==> src/rtl/nids_axil_master.sv <==
// nids_axil_master: single-outstanding command-to-AXI-Lite bridge.
// Accepts one read or write command, runs it on the AXI-Lite master
// channels and returns one response. At most one transaction is in flight.
//
// Optional feature macro: NIDS_AXIL_MST_TIMEOUT_EN. When defined, a watchdog
// aborts a stalled bus transaction after TIMEOUT_CYCLES busy cycles and
// reports rsp_resp=2'b11. When undefined the FSM waits indefinitely.
//
// Ports
//   fpga_clk, fpga_rst_n          clock, async active-low reset
//   cmd_valid/ready/write/addr/wdata/wstrb   command request
//   rsp_valid/ready/rdata/resp               command response
//   m_aw*, m_w*, m_b*, m_ar*, m_r*           AXI-Lite master channels
module nids_axil_master #(
  parameter int unsigned ADDR_W         = 21,
  parameter int unsigned TIMEOUT_CYCLES = 1024
) (
  input  logic              fpga_clk,
  input  logic              fpga_rst_n,
  input  logic              cmd_valid,
  output logic              cmd_ready,
  input  logic              cmd_write,
  input  logic [ADDR_W-1:0] cmd_addr,
  input  logic [31:0]       cmd_wdata,
  input  logic [3:0]        cmd_wstrb,
  output logic              rsp_valid,
  input  logic              rsp_ready,
  output logic [31:0]       rsp_rdata,
  output logic [1:0]        rsp_resp,
  output logic [ADDR_W-1:0] m_awaddr,
  output logic              m_awvalid,
  input  logic              m_awready,
  output logic [31:0]       m_wdata,
  output logic [3:0]        m_wstrb,
  output logic              m_wvalid,
  input  logic              m_wready,
  input  logic [1:0]        m_bresp,
  input  logic              m_bvalid,
  output logic              m_bready,
  output logic [ADDR_W-1:0] m_araddr,
  output logic              m_arvalid,
  input  logic              m_arready,
  input  logic [31:0]       m_rdata,
  input  logic [1:0]        m_rresp,
  input  logic              m_rvalid,
  output logic              m_rready
);

  // Elaboration-time parameter sanity check
  if (TIMEOUT_CYCLES == 0 || ADDR_W < 3) begin : g_bad_params
    $error("nids_axil_master: TIMEOUT_CYCLES must be nonzero and ADDR_W >= 3");
  end

  typedef enum logic [2:0] {IDLE, WR, WR_B, RD_A, RD_R, RSP} state_e;

  state_e state, state_nx;

  logic              cmd_ready_nx;
  logic              rsp_valid_nx;
  logic [31:0]       rsp_rdata_nx;
  logic [1:0]        rsp_resp_nx;
  logic [ADDR_W-1:0] m_awaddr_nx;
  logic              m_awvalid_nx;
  logic [31:0]       m_wdata_nx;
  logic [3:0]        m_wstrb_nx;
  logic              m_wvalid_nx;
  logic              m_bready_nx;
  logic [ADDR_W-1:0] m_araddr_nx;
  logic              m_arvalid_nx;
  logic              m_rready_nx;

  logic              busy_c;
  logic              tmo_hit_c;
  logic              accept_c;

  assign accept_c = cmd_valid && cmd_ready;
  assign busy_c   = (state == WR) || (state == WR_B) || (state == RD_A) || (state == RD_R);

`ifdef NIDS_AXIL_MST_TIMEOUT_EN
  localparam int unsigned TMO_W = $clog2(TIMEOUT_CYCLES + 1);

  logic [TMO_W-1:0] tmo_cnt;

  // Busy-cycle watchdog, restarted by each accepted command
  always_ff @(posedge fpga_clk or negedge fpga_rst_n) begin
    if (!fpga_rst_n) begin
      tmo_cnt <= '0;
    end else if (accept_c) begin
      tmo_cnt <= '0;
    end else if (busy_c) begin
      tmo_cnt <= tmo_cnt + TMO_W'(1);
    end
  end

  assign tmo_hit_c = busy_c && (tmo_cnt == TMO_W'(TIMEOUT_CYCLES - 1));
`else
  assign tmo_hit_c = 1'b0;
`endif

  // State and registered outputs
  always_ff @(posedge fpga_clk or negedge fpga_rst_n) begin
    if (!fpga_rst_n) begin
      state     <= IDLE;
      cmd_ready <= 1'b0;
      rsp_valid <= 1'b0;
      rsp_rdata <= '0;
      rsp_resp  <= '0;
      m_awaddr  <= '0;
      m_awvalid <= 1'b0;
      m_wdata   <= '0;
      m_wstrb   <= '0;
      m_wvalid  <= 1'b0;
      m_bready  <= 1'b0;
      m_araddr  <= '0;
      m_arvalid <= 1'b0;
      m_rready  <= 1'b0;
    end else begin
      state     <= state_nx;
      cmd_ready <= cmd_ready_nx;
      rsp_valid <= rsp_valid_nx;
      rsp_rdata <= rsp_rdata_nx;
      rsp_resp  <= rsp_resp_nx;
      m_awaddr  <= m_awaddr_nx;
      m_awvalid <= m_awvalid_nx;
      m_wdata   <= m_wdata_nx;
      m_wstrb   <= m_wstrb_nx;
      m_wvalid  <= m_wvalid_nx;
      m_bready  <= m_bready_nx;
      m_araddr  <= m_araddr_nx;
      m_arvalid <= m_arvalid_nx;
      m_rready  <= m_rready_nx;
    end
  end

  // Next-state and next-output logic; outputs hold unless a transition changes them
  always_comb begin
    state_nx     = state;
    cmd_ready_nx = 1'b0;
    rsp_valid_nx = rsp_valid;
    rsp_rdata_nx = rsp_rdata;
    rsp_resp_nx  = rsp_resp;
    m_awaddr_nx  = m_awaddr;
    m_awvalid_nx = m_awvalid;
    m_wdata_nx   = m_wdata;
    m_wstrb_nx   = m_wstrb;
    m_wvalid_nx  = m_wvalid;
    m_bready_nx  = m_bready;
    m_araddr_nx  = m_araddr;
    m_arvalid_nx = m_arvalid;
    m_rready_nx  = m_rready;

    case (state)
      IDLE: begin
        cmd_ready_nx = 1'b1;
        if (accept_c) begin
          cmd_ready_nx = 1'b0;
          if (cmd_write) begin
            state_nx     = WR;
            m_awaddr_nx  = cmd_addr & ~ADDR_W'(3);
            m_wdata_nx   = cmd_wdata;
            m_wstrb_nx   = cmd_wstrb;
            m_awvalid_nx = 1'b1;
            m_wvalid_nx  = 1'b1;
          end else begin
            state_nx     = RD_A;
            m_araddr_nx  = cmd_addr & ~ADDR_W'(3);
            m_arvalid_nx = 1'b1;
          end
        end
      end

      // AW and W complete independently; leave once both are done
      WR: begin
        m_awvalid_nx = m_awvalid && !m_awready;
        m_wvalid_nx  = m_wvalid && !m_wready;
        if (!m_awvalid_nx && !m_wvalid_nx) begin
          state_nx    = WR_B;
          m_bready_nx = 1'b1;
        end
      end

      WR_B: begin
        if (m_bvalid) begin
          state_nx     = RSP;
          m_bready_nx  = 1'b0;
          rsp_valid_nx = 1'b1;
          rsp_rdata_nx = '0;
          rsp_resp_nx  = m_bresp;
        end
      end

      RD_A: begin
        if (m_arready) begin
          state_nx     = RD_R;
          m_arvalid_nx = 1'b0;
          m_rready_nx  = 1'b1;
        end
      end

      RD_R: begin
        if (m_rvalid) begin
          state_nx     = RSP;
          m_rready_nx  = 1'b0;
          rsp_valid_nx = 1'b1;
          rsp_rdata_nx = m_rdata;
          rsp_resp_nx  = m_rresp;
        end
      end

      RSP: begin
        if (rsp_ready) begin
          state_nx     = IDLE;
          rsp_valid_nx = 1'b0;
          cmd_ready_nx = 1'b1;
        end
      end

      default: begin
        state_nx = IDLE;
      end
    endcase

    // Watchdog abort overrides any bus progress in the same cycle
    if (tmo_hit_c) begin
      state_nx     = RSP;
      m_awvalid_nx = 1'b0;
      m_wvalid_nx  = 1'b0;
      m_bready_nx  = 1'b0;
      m_arvalid_nx = 1'b0;
      m_rready_nx  = 1'b0;
      rsp_valid_nx = 1'b1;
      rsp_rdata_nx = '0;
      rsp_resp_nx  = 2'b11;
    end
  end

endmodule
==> config.mk <==
export PLATFORM = sky130hd
export DESIGN_NAME = nids_axil_master
export DESIGN_NICKNAME = d
export VERILOG_FILES = /design/src/rtl/nids_axil_master.sv
export SDC_FILE = /design/constraint.sdc
export NUM_CORES = 1
export LEC_CHECK = 0
export BUFFER_PORTS_ARGS = -buffer_cell sky130_fd_sc_hd__buf_2
export CORE_MARGIN = 1
export CORE_UTILIZATION = 47
export DETAILED_ROUTE_END_ITERATION = 6
export HOLD_SLACK_MARGIN = 0.05
export PLACE_DENSITY = 0.86
export SLEW_MARGIN = 20
export SYNTH_ARGS = -nofsm -noshare
export SYNTH_HDL_FRONTEND = slang
export SYNTH_SLANG_ARGS = --single-unit
==> constraint.sdc <==
create_clock -name fpga_clk -period 1.9 [get_ports fpga_clk]
set_clock_uncertainty 0.05 [all_clocks]
set_input_delay 0.285 -clock fpga_clk [delete_from_list [all_inputs] [get_ports fpga_clk]]
set_output_delay 0.285 -clock fpga_clk [all_outputs]
set_load 0.1 [all_outputs]
==> flow_summary.yaml <==
clock_network:
  cts_tree: "built"
  clk_pin_slew_worst_paths_ns: 0.06
  worstSkewPairLatency_ns: 0.51
  cts_setup_buffers: 0
  cts_resized: 0
  numCtsBuffers: 17
  clock-sinks: 118
  clockRootBuffer: "clkbuf_8"
  clockBufferDepth: 2
  htreeDepth: 4
critical_path:
  cp-end-kind: "flop"
  path_class: "flop to flop"
  required_ns: 2.24
  critPathCapture: "m_wdata[13]"
  crit_cells: 4
  regToRegSetupSlack_ns: 0.17
  path_cells: "inv_1 > nand4b_4 > buf_4 > mux2_2"
  slowest_stage: "dfrtp_1"
  cp-start-kind: "flop"
  crit_family: "buffers and inverters"
  slowest_delay_ns: 0.51
  reg2reg_to: "m_wdata[13]"
  regToRegStartpoint: "state[0]"
  crit_start: "state[0]"
  worst-path-buf-inv: 2
  worstRegToRegCells: 4
  cp_max_fo: 22
  critical_path_arrival_ns: 2.07
sta:
  post-route-period-util: 0.910
  rsz0062_at_grt: "false"
  setup_tns_ns: 0
  setup_ws_ns: 0.171
  hold_viol: 0
  worstMarginPinSlew_ns: 0.522
  finalMaxSlewViolations: 0
  fmax_ghz: 0.579
  setup_viol: 0
  slew-limit-headroom: 0.652
  fin_crit_ns: 1.73
placement:
  place_ws_ns: 0.173
  port_buffers: 215
  place.gp.congestion: 0.835
  hpwlAfterDp_um: 8510
global_route:
  grt_max_degree: 44
  grt_pass1_wl_um: 22400
  grt_pass1_vias: 4493
  antenna_found_initial: 0
  grtUsageTotal: 0.265
  grt.overflow.total: 0
detailed_routing:
  totalWireLength_um: 14200
  dr.pass1.iters: 6
  vias: 4109
  drt_iter0_markers: 173
  avgRoutedWirePerCell_um: 16.9
  drcViolationCount: 0
  viasPerCell: 4.90
  drt.antenna.violating_nets: 0
finish:
  num_antenna_cells: 0
  nNetsFinal: 793
  drive_gt1_frac: 0.495
  syn2layout_area_growth_pct: 55.4
logic_synthesis:
  yosys.area.top_type_share: 0.588
  post-synth-top-count-cell: "dfrtp_1"
  synthTopCellsByArea: "dfrtp_1 59%, mux2_2 11%, mux2_4 8.4%, mux2i_1 6.4%, inv_1 2.9%"
  synth_edf_count: 0
  synth_seq_cells: 118
  ys_top_cells_by_count: "118 x dfrtp_1, 48 x mux2_2, 39 x inv_1"
  syn_area_um2: 5030
  synth_top_flop_cell: "dfrtp_1"
  ys_async_sr_fraction: 1.00
  syn_inst: 367
  synth-seq-area-share: 0.588
  ys_warn_count: 0
  avgSynthCellArea_um2: 13.7
  yosys.area.top_type: "dfrtp_1"
  ys_types: 33
floorplan:
  core_area_um2: 10300
  io_pins: 222
  num_rows: 37
  die_y_um: 105
  initial_utilization: 0.487
  die_w_um: 105
  dieArea_um2: 11100
run_status:
  status: "finished clean"
worst_hold_path:
  min_path_type: "input pin to flop"
run:
  cap_violations: 0
==> cell type report <==
cell class,count,area [um^2]
repair buffers,324,2170
inverters,39,146
clock buffers,18,418
fillers,618,2510
well taps,136,170
multi-input cells,190,1770
clock inverters,14,178
flip-flops and latches,118,2960
==> cells in the final DEF, fill, tap and decap left out, types with 3 or more instances in the layout <==
cell type      instances
bufinv_16              3
buf_4                 15
mux2_1                 3
o21ai_0                6
nand2b_1               3
mux2_4                28
clkbuf_16             16
clkinvlp_4             4
mux2i_1               32
buf_12                 4
conb_1                 4
mux2_2                48
dlygate4sd3_1         91
inv_1                 39
dfrtp_1              116
buf_2                214
clkinv_4               4
a21oi_1                4
nand2_1               37
==> registers in the layout (all words and copies together) (netlist names) <==
signal	flops
rsp_valid	1
m_awaddr	19
m_wstrb	4
m_rready	1
m_wvalid	1
m_bready	1
cmd_ready	1
m_araddr	19
m_awvalid	1
m_wdata	32
m_arvalid	1
rsp_rdata	32
state	3
rsp_resp	2
==> worst min-delay path, cell delays in order <==
cell and delay (ns):
buf_2 0.07, mux2_2 0.13, mux2_2 0.13
==> layer usage <==
layer	vias to the layer above	track usage	wire [um]
met1	2050	0.287	5510
li1	1865	-	-
met5	-	0	0
met2	168	0.488	7660
met3	26	0.0674	714
met4	0	0.110	289
==> worst min path at each step <==
stage          depth (start not counted)  startpoint           to
2_1_floorplan                          0  fpga_rst_n    cmd_ready
6_report                               3  m_rresp[0]  rsp_resp[0]
5_1_grt                                3  m_rresp[0]  rsp_resp[0]
3_5_place_dp                           1  fpga_rst_n  m_araddr[8]
4_1_cts                                3  m_bresp[1]  rsp_resp[1]
3_3_place_gp                           1  fpga_rst_n  m_araddr[2]
==> stage by stage <==
step / utilization / hold slack, ns / cell area, um^2 / cells
floorplan: - / -0.0606 / 5040 / 370
global placement: 0.611 / 0.238 / 6300 / 716
detailed placement: 0.611 / 0.245 / 6300 / 716
CTS: 0.757 / 0.0696 / 7810 / 839
global route: 0.757 / 0.0828 / 7810 / 839
finish: 0.757 / 0.105 / 7810 / 839
==> cell families after synthesis <==
family,Yosys count,share of synthesized area
flip-flops,118,0.588
multiplexers,111,0.262
buffers and inverters,62,0.0647
AND/OR/NAND/NOR,52,0.0523
AO/OA/AOI/OAI,23,0.0331
other,1,0.000746
==> repair_timing <==
item / in CTS / in global routing
hold endpoints to repair: 141 / 0
setup endpoints to repair: 0 / 0
hold buffers: 91 / 0
Power is left out: the tool's default activity adds up to more than one toggle a clock period on the data nets, which glitch-free logic cannot reach.
